File: config.mk
export PLATFORM = sky130hd
export DESIGN_NAME = load_buffer
export DESIGN_NICKNAME = d
export VERILOG_FILES = /design/src/rtl/load_buffer.sv
export SDC_FILE = /design/constraint.sdc
export NUM_CORES = 1
export LEC_CHECK = 0
export ABC_CLOCK_PERIOD_IN_PS = 2900
export BUFFER_PORTS_ARGS = -buffer_cell sky130_fd_sc_hd__buf_2
export CORE_AREA = 2 2 93 118
export CTS_CLUSTER_SIZE = 8
export DETAILED_ROUTE_END_ITERATION = 12
export DIE_AREA = 0 0 95 120
export GPL_TIMING_DRIVEN = 1
export PLACE_DENSITY = 0.73
export SYNTH_ARGS = -nofsm -noshare
export SYNTH_HDL_FRONTEND = slang
export SYNTH_SLANG_ARGS = --single-unit
File: constraint.sdc
create_clock -name clk_in -period 2.9 [get_ports clk_in]
set_input_delay 0.29 -clock clk_in [delete_from_list [all_inputs] [get_ports clk_in]]
set_output_delay 0.29 -clock clk_in [all_outputs]
set_load 0.01 [all_outputs]
File: src/rtl/load_buffer.sv
// ============================================================================
//  Module   : load_buffer
//  Purpose  : Load functional unit for the Tomasulo core. Buffers ready loads
//             from the load reservation station, issues one data-BRAM read
//             at a time, and presents the sized/extended result with its ROB
//             index on a valid/read handshake toward the CDB writer.
//  Options  : LB_FLUSH_EN - adds flush_in, which squashes every pending and
//             in-flight load and any held result.
//  Revision : 1.0 - initial release
// ============================================================================
`default_nettype none
`timescale 1ns/1ps

module load_buffer #(
    parameter int DEPTH        = 4,   // pending-load FIFO entries, power of 2, >= 2
    parameter int READ_LATENCY = 2,   // data BRAM read latency in clocks, >= 1
    parameter int ADDR_WIDTH   = 6,   // data BRAM word-address bits
    parameter int ROB_IX_WIDTH = 3    // ROB index width
) (
    input  logic                    clk_in,
    input  logic                    rst_in,
    input  logic                    valid_in,
    input  logic [31:0]             rval1_in,
    input  logic [31:0]             rval2_in,
    input  logic [2:0]              funct3_in,
    input  logic [ROB_IX_WIDTH-1:0] rob_ix_in,
    output logic                    ready_out,
    output logic                    mem_en_out,
    output logic [ADDR_WIDTH-1:0]   mem_addr_out,
    input  logic [31:0]             mem_data_in,
    input  logic                    read_in,
    output logic                    valid_out,
    output logic [31:0]             data_out,
    output logic [ROB_IX_WIDTH-1:0] rob_ix_out
`ifdef LB_FLUSH_EN
    ,
    input  logic                    flush_in
`endif
);

    // ------------------------------------------------------------------
    // Constants
    // ------------------------------------------------------------------
    localparam int c_PTR_W = $clog2(DEPTH);
    localparam int c_CNT_W = $clog2(DEPTH) + 1;
    localparam int c_LAT_W = $clog2(READ_LATENCY + 1);
    // Only the word address plus the byte offset of the EA is ever needed.
    localparam int c_EA_W  = ADDR_WIDTH + 2;

    localparam logic [c_CNT_W-1:0] c_FULL     = c_CNT_W'(DEPTH);
    localparam logic [c_LAT_W-1:0] c_LAT_INIT = c_LAT_W'(READ_LATENCY);
    localparam logic [c_LAT_W-1:0] c_LAT_LAST = c_LAT_W'(1);

    localparam logic [2:0] c_F3_LB  = 3'b000;
    localparam logic [2:0] c_F3_LH  = 3'b001;
    localparam logic [2:0] c_F3_LBU = 3'b100;
    localparam logic [2:0] c_F3_LHU = 3'b101;

    localparam logic [1:0] c_IDLE = 2'd0;
    localparam logic [1:0] c_WAIT = 2'd1;
    localparam logic [1:0] c_HOLD = 2'd2;

    // ------------------------------------------------------------------
    // Signals
    // ------------------------------------------------------------------
    logic [1:0]              r_state;
    logic [1:0]              w_state_nxt;

    logic [c_EA_W-1:0]       r_fifo_ea     [DEPTH];
    logic [2:0]              r_fifo_funct3 [DEPTH];
    logic [ROB_IX_WIDTH-1:0] r_fifo_rob    [DEPTH];
    logic [c_PTR_W-1:0]      r_wr_ptr;
    logic [c_PTR_W-1:0]      r_rd_ptr;
    logic [c_CNT_W-1:0]      r_count;

    logic [c_LAT_W-1:0]      r_lat_cnt;
    logic [1:0]              r_inf_off;
    logic [2:0]              r_inf_funct3;
    logic [ROB_IX_WIDTH-1:0] r_inf_rob;

    logic [31:0]             w_ea;
    logic [31-c_EA_W:0]      w_unused_ea_hi;
    logic                    w_flush;
    logic                    w_empty;
    logic                    w_push;
    logic                    w_pop;
    logic                    w_capture;
    logic                    w_release;
    logic [7:0]              w_byte;
    logic [15:0]             w_half;
    logic [31:0]             w_extract;

    // Effective address wraps at 32 bits; bits above the BRAM range are dropped.
    assign w_ea           = rval1_in + rval2_in;
    assign w_unused_ea_hi = w_ea[31:c_EA_W];

`ifdef LB_FLUSH_EN
    assign w_flush = flush_in;
`else
    // Without the flush option this is a constant and every flush term folds away.
    assign w_flush = 1'b0;
`endif

    // Flush has priority over a simultaneous push, so the push is dropped.
    assign w_push = valid_in && ready_out && !w_flush;

    // ------------------------------------------------------------------
    // FSM
    // ------------------------------------------------------------------
    // State register.
    always_ff @(posedge clk_in or posedge rst_in) begin
        if (rst_in) begin
            r_state <= c_IDLE;
        end else begin
            r_state <= w_state_nxt;
        end
    end

    // Next-state: request from IDLE, count down in WAIT, hold until read_in.
    always_comb begin
        w_state_nxt = r_state;
        if (w_flush) begin
            w_state_nxt = c_IDLE;
        end else begin
            case (r_state)
                c_IDLE:  if (!w_empty)                 w_state_nxt = c_WAIT;
                c_WAIT:  if (r_lat_cnt == c_LAT_LAST)  w_state_nxt = c_HOLD;
                c_HOLD:  if (read_in)                  w_state_nxt = c_IDLE;
                default:                               w_state_nxt = c_IDLE;
            endcase
        end
    end

    // Outputs and control strobes decoded from registered state and count.
    always_comb begin
        w_empty      = (r_count == '0);
        ready_out    = (r_count != c_FULL);
        mem_en_out   = (r_state == c_IDLE) && !w_empty;
        mem_addr_out = r_fifo_ea[r_rd_ptr][c_EA_W-1:2];
        w_pop        = mem_en_out && !w_flush;
        w_capture    = (r_state == c_WAIT) && (r_lat_cnt == c_LAT_LAST) && !w_flush;
        w_release    = (r_state == c_HOLD) && read_in && !w_flush;
    end

    // ------------------------------------------------------------------
    // Pending-load FIFO
    // ------------------------------------------------------------------
    // Entry storage; contents are qualified by the pointers so need no reset.
    always_ff @(posedge clk_in) begin
        if (w_push) begin
            r_fifo_ea[r_wr_ptr]     <= w_ea[c_EA_W-1:0];
            r_fifo_funct3[r_wr_ptr] <= funct3_in;
            r_fifo_rob[r_wr_ptr]    <= rob_ix_in;
        end
    end

    // Pointers and occupancy; push and pop together leave the count unchanged.
    always_ff @(posedge clk_in or posedge rst_in) begin
        if (rst_in) begin
            r_wr_ptr <= '0;
            r_rd_ptr <= '0;
            r_count  <= '0;
        end else if (w_flush) begin
            r_wr_ptr <= '0;
            r_rd_ptr <= '0;
            r_count  <= '0;
        end else begin
            if (w_push) begin
                r_wr_ptr <= r_wr_ptr + c_PTR_W'(1);
            end
            if (w_pop) begin
                r_rd_ptr <= r_rd_ptr + c_PTR_W'(1);
            end
            case ({w_push, w_pop})
                2'b10:   r_count <= r_count + c_CNT_W'(1);
                2'b01:   r_count <= r_count - c_CNT_W'(1);
                default: r_count <= r_count;
            endcase
        end
    end

    // ------------------------------------------------------------------
    // In-flight load and result
    // ------------------------------------------------------------------
    // Size/sign the returning BRAM word for the in-flight load (little-endian).
    always_comb begin
        w_byte = mem_data_in[7:0];
        case (r_inf_off)
            2'd0:    w_byte = mem_data_in[7:0];
            2'd1:    w_byte = mem_data_in[15:8];
            2'd2:    w_byte = mem_data_in[23:16];
            default: w_byte = mem_data_in[31:24];
        endcase
        // Halfword select ignores ea[0].
        w_half = r_inf_off[1] ? mem_data_in[31:16] : mem_data_in[15:0];
        case (r_inf_funct3)
            c_F3_LB:  w_extract = {{24{w_byte[7]}}, w_byte};
            c_F3_LH:  w_extract = {{16{w_half[15]}}, w_half};
            c_F3_LBU: w_extract = {24'd0, w_byte};
            c_F3_LHU: w_extract = {16'd0, w_half};
            // LW and the unused encodings return the whole word.
            default:  w_extract = mem_data_in;
        endcase
    end

    // Latch the popped load, time the BRAM read, then capture and hold the result.
    always_ff @(posedge clk_in or posedge rst_in) begin
        if (rst_in) begin
            r_lat_cnt    <= '0;
            r_inf_off    <= '0;
            r_inf_funct3 <= '0;
            r_inf_rob    <= '0;
            valid_out    <= 1'b0;
            data_out     <= '0;
            rob_ix_out   <= '0;
        end else if (w_flush) begin
            // Late data from a cancelled read is never captured once in IDLE.
            r_lat_cnt <= '0;
            valid_out <= 1'b0;
        end else begin
            if (w_pop) begin
                r_lat_cnt    <= c_LAT_INIT;
                r_inf_off    <= r_fifo_ea[r_rd_ptr][1:0];
                r_inf_funct3 <= r_fifo_funct3[r_rd_ptr];
                r_inf_rob    <= r_fifo_rob[r_rd_ptr];
            end else if ((r_state == c_WAIT) && (r_lat_cnt != '0)) begin
                r_lat_cnt <= r_lat_cnt - c_LAT_W'(1);
            end

            if (w_capture) begin
                valid_out  <= 1'b1;
                data_out   <= w_extract;
                rob_ix_out <= r_inf_rob;
            end else if (w_release) begin
                valid_out  <= 1'b0;
            end
        end
    end

endmodule

`default_nettype wire

* After elaboration in Yosys (flattened, before gate mapping)
Memory sizes are Yosys's and may differ from the RTL's. A register that Yosys moved wholly into a read port is not among the register bits.
Index checks and enable logic that the tools add are counted.
** Operators by class
- Add/sub/neg operators :: 6
- Eq/ne operators :: 14
- Multiplexer cells :: 14
- Reduce and logical (&&, ||, !) cells :: 15
** Operator list (number)
- $pmux W32 S4 :: 1
- $pmux W8 S3 :: 1
- $mux W16 :: 1
- $mux W2 :: 5
- $add A8 B8 Y8 :: 1
- $eq A2 B1 Y1 const B :: 4
- $reduce_bool A2 Y1 :: 4
- $eq A2 B2 Y1 const B :: 3
- $eq A3 B3 Y1 const B :: 2
- $logic_not A3 Y1 :: 2
- $pmux W2 S3 :: 1
- $pmux W3 S2 :: 1
- $logic_and A1 B1 Y1 :: 5
- $add A2 B1 Y2 const B :: 2
- $logic_not A2 Y1 :: 2
- $mux W1 :: 4
- $ne A2 B2 Y1 const B :: 2
- $add A3 B1 Y3 const B :: 1
- $eq A3 B1 Y1 const B :: 1
- $ne A3 B3 Y1 const B :: 1
- $reduce_and A3 Y1 :: 1
- $sub A3 B1 Y3 const B :: 1
- $ne A2 B1 Y1 const B :: 1
- $sub A2 B1 Y2 const B :: 1
- $logic_not A1 Y1 :: 1
** Storage, ports and cells
- Register bits after elaboration :: 49
- Bits in writable memories :: 56
- Input port bits :: 106
- Output and inout bits :: 44
- Word-level logic and storage cells :: 61
- Memories kept :: 3
** Memory list
- r_fifo_ea :: depth 4, width 8, read ports 1, clocked after Yosys merged registers in 0, write ports 1, line 69 : logic [c_EA_W-1:0] r_fifo_ea [DEPTH];
- r_fifo_funct3 :: depth 4, width 3, read ports 1, clocked after Yosys merged registers in 1, write ports 1, line 70 : logic [2:0] r_fifo_funct3 [DEPTH];
- r_fifo_rob :: depth 4, width 3, read ports 1, clocked after Yosys merged registers in 1, write ports 1, line 71 : logic [ROB_IX_WIDTH-1:0] r_fifo_rob [DEPTH];

* Longest topological paths before layout
- Depth after elaboration :: 5
- Gate-level depth with buffers :: 10
- Depth with buffers taken out :: 10

* Worst setup path before layout
No wires, ideal clock.
- Kind :: register -> register
- Start point :: register r_state[0]
- End point :: register r_count[2]
- Setup time :: 0.079 ns
- Data arrival time :: 2.086 ns
- Data required time :: 2.821 ns
- Setup slack :: 0.735 ns
- Stages on the path, launching flop included :: 10
- Buffers on the path :: 1
- Clock period less this slack :: 2.165 ns
- Cell sequence :: dfrtp_1 -> or3_1 -> inv_1 -> buf_2 -> ha_1 -> inv_1 -> fa_1 -> xor2_1 -> nor2_1 -> xor2_1
** On the way
- Longest elaborated chain between the ends :: 4
- Elaborated cells between the ends (all ways) :: 6
- Classes of those cells :: 2 x eq/ne; 1 x mux; 3 x reduce/logical
** RTL lines
- from (decl) :: line 66 : logic [1:0] r_state;
- from (signal assigned) :: line 113 : r_state <= c_IDLE;
- from (signal assigned) :: line 115 : r_state <= w_state_nxt;
- $logic_not A2 Y1 * :: line 138 : mem_en_out = (r_state == c_IDLE) && !w_empty;
- $logic_and A1 B1 Y1 * :: line 138
- net mem_en_out :: line 28 : output logic mem_en_out,
- $eq A2 B1 Y1 / $eq A2 B2 Y1 (equally long branches) :: line 174 : case ({w_push, w_pop})
- $pmux W3 S2 / $reduce_bool A2 Y1 (equally long branches)
- to (signal assigned) :: line 175 : 2'b10: r_count <= r_count + c_CNT_W'(1);
- to (signal assigned) :: line 176 : 2'b01: r_count <= r_count - c_CNT_W'(1);
- to (signal assigned) :: line 177 : default: r_count <= r_count;
- to (decl) :: line 74 : logic [c_CNT_W-1:0] r_count;
The timed path passes the listed nets; every way through them passes the cells marked *.
A chain may end at the register's enable or synchronous reset.

* Final worst setup path
- Start point :: register r_state[0]
- End point :: register r_count[2]
** On the way
- Longest elaborated chain between the ends :: 4
- Elaborated cells between the ends (all ways) :: 6
- Classes of those cells :: 2 x eq/ne; 1 x mux; 3 x reduce/logical
** RTL lines (line)
- $logic_not A2 Y1 * :: 138
- $logic_and A1 B1 Y1 * :: 138
- $eq A2 B1 Y1 / $eq A2 B2 Y1 (equally long branches) :: 174
- $pmux W3 S2 / $reduce_bool A2 Y1 (equally long branches)
Mark *: on every way between the ends. The rest lies on a longest branch, timed or not.

==> metrics.md <==
| Metric | Value |
|---|---|
| Syn nets | 517 |
| Commonest cells after routing, fill and taps aside | buf_2 (101), nand2_1 (65), edfxtp_1 (56), dfrtp_1 (55), nand3_1 (36) |
| Critical path launch point type | register |
| Via density per instance | 5.426 |
| Clock latency on the worst-skew pair | 0.34 ns |
| Wire length of the first global-routing pass | 17090 µm |
| Initial core utilization | 48.73% |
| Global placement routability congestion | 0.8621 |
| Most used DFF post-synth | edfxtp_1 |
| Post-synthesis register bit count | 111 |
| Total placed cells including tap cells | 613 |
| Proportion of layout cells with a drive suffix above 1 | 31.59% |
| Total Routed Length | 10580 µm |
| Area added between synthesis and finish | 18.68% |
| Ys async rst share | 49.55% |
| Busiest grt layer | met2 |
| Most frequent standard cell in the layout excluding fill and tap cells | buf_2 |
| Peak supply drop | 0.0003964 V |
| Core Rows | 42 |
| Avg Inst Size Synth | 12.77 µm² |
| Via count of the first global-routing pass | 3449 |
| Arrival @ worst endpoint | 2.55 ns |
| DRC violation total after the first TritonRoute iteration | 148 |
| Reg2reg setup slack | 0.61 ns |
| Die H | 120 µm |
| Grt met3 use | 4.269% |
| Class of the worst hold path | in -> async |
| Clk Tree Root Cell | clkbuf_16 |
| Minimum hold slack | 0.1341 ns |
| CTS tree | yes |
| Met2 Resource Use GR | 34.26% |
| Instance count of the mapped netlist | 395 |
| Number of input and output port buffers inserted | 101 |
| Number of library cell types mapped by synthesis | 43 |
| RSZ-0062 raised after global routing | no |
| Largest net degree at the start of global routing | 56 |
| Final hold violations | 0 |
| Number of buffers inserted during clock tree synthesis | 9 |
| HPWL after detailed placement | 7424 µm |
| Core region area | 0.01035 mm² |
| Area of the die | 0.01140 mm² |
| Post-route DRC | 0 |
| Reg clk slew, reported paths | 0.07 ns |
| Number of filler cells placed in the layout | 845 |
| Number of flops mapped to enable cells by yosys | 56 |
| Outcome | complete, no violations |
| Final setup violation count | 0 |
| Antenna violations before repair | 0 |
| Static leakage | 2.573 nW |
| Power density cells | 1049 mW/mm² |
| Final-layout setup total negative slack | 0 ns |
| ANT cells | 0 |
| Min Tclk post-route | 2.286 ns |
| Post-Synthesis Cell Area | 0.005045 mm² |
| Total routing resource utilization after global routing | 19.97% |
| Vias | 3413 |
| Average wire length per cell after detail routing | 16.83 µm |
| Post-route antenna net violation count | 0 |
| Number of nets in the layout | 614 |
| Top-Level Pins | 150 |
| Total number of clock tree sinks | 111 |
| Post-layout instance count excluding filler cells | 629 |
| Max Clock Skew | 0.006660 ns |
| Max Fanout on Critical Path | 12 |
| Maximum clock rate | 0.4375 GHz |
| Maxcap violations | 0 |
| Worst Max-Slew Pin Slew | 0.9579 ns |
| Category of the critical setup timing path | reg -> reg |
| Worst slew margin | 36.14% |
| Post CTS Setup Buffer Count | 0 |
| Sequential area share after synthesis | 60.62% |
| Number of buffers added to fix hold violations after cts | 0 |
| Yosys synthesis warning count | 0 |
| Chip width | 95 µm |
| Met1 global-route usage | 23.46% |
| Worst setup EP type | register |
| CTS resizes | 0 |
| Final slew viol count | 0 |
| Number of H-tree levels | 3 |
| Router iterations before antenna repair | 4 |
| Period Utilization, post-route | 78.82% |
| Post-Route Utilization | 57.83% |
| Global route total overflow | 0 |
| Max Buffers Root-to-Sink | 2 |
| CP required | 3.17 ns |
## synth_stat cells, types with 2 or more instances
library cell / instances / area share, %
nand3b_1: 9 / 1.3
buf_6: 3 / 0.67
o21ai_0: 17 / 1.7
dfrtp_1: 55 / 27
nand2_1: 65 / 4.8
a21o_1: 2 / 0.30
and3_1: 4 / 0.50
o211ai_1: 3 / 0.45
xor2_1: 4 / 0.69
o221a_2: 7 / 1.6
xnor2_1: 10 / 1.7
clkbuf_1: 6 / 0.45
nor3b_1: 7 / 1.0
ha_1: 14 / 3.5
a211oi_1: 2 / 0.30
buf_2: 11 / 1.1
a21oi_1: 15 / 1.5
edfxtp_1: 56 / 33
o21bai_1: 2 / 0.30
inv_1: 11 / 0.82
nand2b_1: 2 / 0.25
nor2_1: 13 / 0.97
nand3_1: 36 / 3.6
mux2_2: 7 / 1.6
mux2i_1: 2 / 0.40
mux4_2: 14 / 6.2
fa_1: 2 / 0.79
## final cells by class
type                            instances  area [µm²]  share of cell area, %
Clock buffer                            9       225.2                  3.762
Timing Repair Buffer                  107       550.5                  9.195
Sequential cell                       111        3058                  51.08
Clock inverter                          7       120.1                  2.006
Inverter                               11       41.29                 0.6897
Multi-Input combinational cell        252        1827                  30.51
Tap cell                              132       165.2                  2.759
## metrics by stage
| step | setup slack (ns) | instance area [µm²] | total power, W |
|---|---|---|---|
| 2_1_floorplan | 0.7348 | 5045 | 0.004216 |
| 3_3_place_gp | 0.6835 | 5642 | 0.004813 |
| 3_5_place_dp | 0.6114 | 5642 | 0.004928 |
| 4_1_cts | 0.5895 | 5987 | 0.006363 |
| 5_1_grt | 0.4411 | 5987 | 0.006733 |
| 6_report | 0.6144 | 5987 | 0.006278 |
## layer usage
layer,part of all wire [%],wire length (µm),up-vias
met1,40,4190,1649
met4,2.9,306,0
met5,0,0,-
met3,5.7,600,23
met2,52,5486,114
li1,-,-,1627
## power breakdown
part           total, W  leakage (nW)  internal [W]  switching, W
Sequential      0.00267          1.17       0.00225      0.000428
Clock           0.00140         0.162      0.000846      0.000553
Combinational   0.00221          1.24       0.00102       0.00118
Total           0.00628          2.57       0.00411       0.00216
## registers in the layout (all words and copies together), names as in the netlist
| signal | count |
|---|---|
| data_out | 32 |
| r_count | 3 |
| r_fifo_ea | 32 |
| r_fifo_funct3 | 12 |
| r_fifo_rob | 12 |
| r_inf_funct3 | 3 |
| r_inf_off | 2 |
| r_inf_rob | 3 |
| r_lat_cnt | 2 |
| r_rd_ptr | 2 |
| r_state | 2 |
| r_wr_ptr | 2 |
| rob_ix_out | 3 |
| valid_out | 1 |
## path summary, 6_finish.rpt
kind	from	end	cells after the start
setup / recovery	r_state[0]	r_count[2]	8
hold / removal	rst_in	data_out[28]	3
setup reg to reg	r_state[0]	r_count[2]	8
hold reg to reg	r_inf_rob[1]	rob_ix_out[1]	2
max in group asynchronous	rst_in	r_rd_ptr[0]	3
min in group clk_in	read_in	r_state[1]	2
## critical path, stage by stage, from the launching register on
cell	delay [ns]
dfrtp_1	0.43
or3_1	0.58
inv_1	0.15
ha_1	0.19
inv_1	0.06
fa_1	0.37
xor2_1	0.16
nor2_1	0.11
xor2_1	0.16
## cells by family after synthesis
kind of cell | after synthesis | synth area share [%]
compound gates | 54 | 7.391
flops | 111 | 60.62
fa+ha+maj | 16 | 4.266
buf+inv | 32 | 3.175
xor+xnor | 14 | 2.430
mux | 25 | 8.730
simple gates | 143 | 13.39
Power figures use the tool's default switching activity.
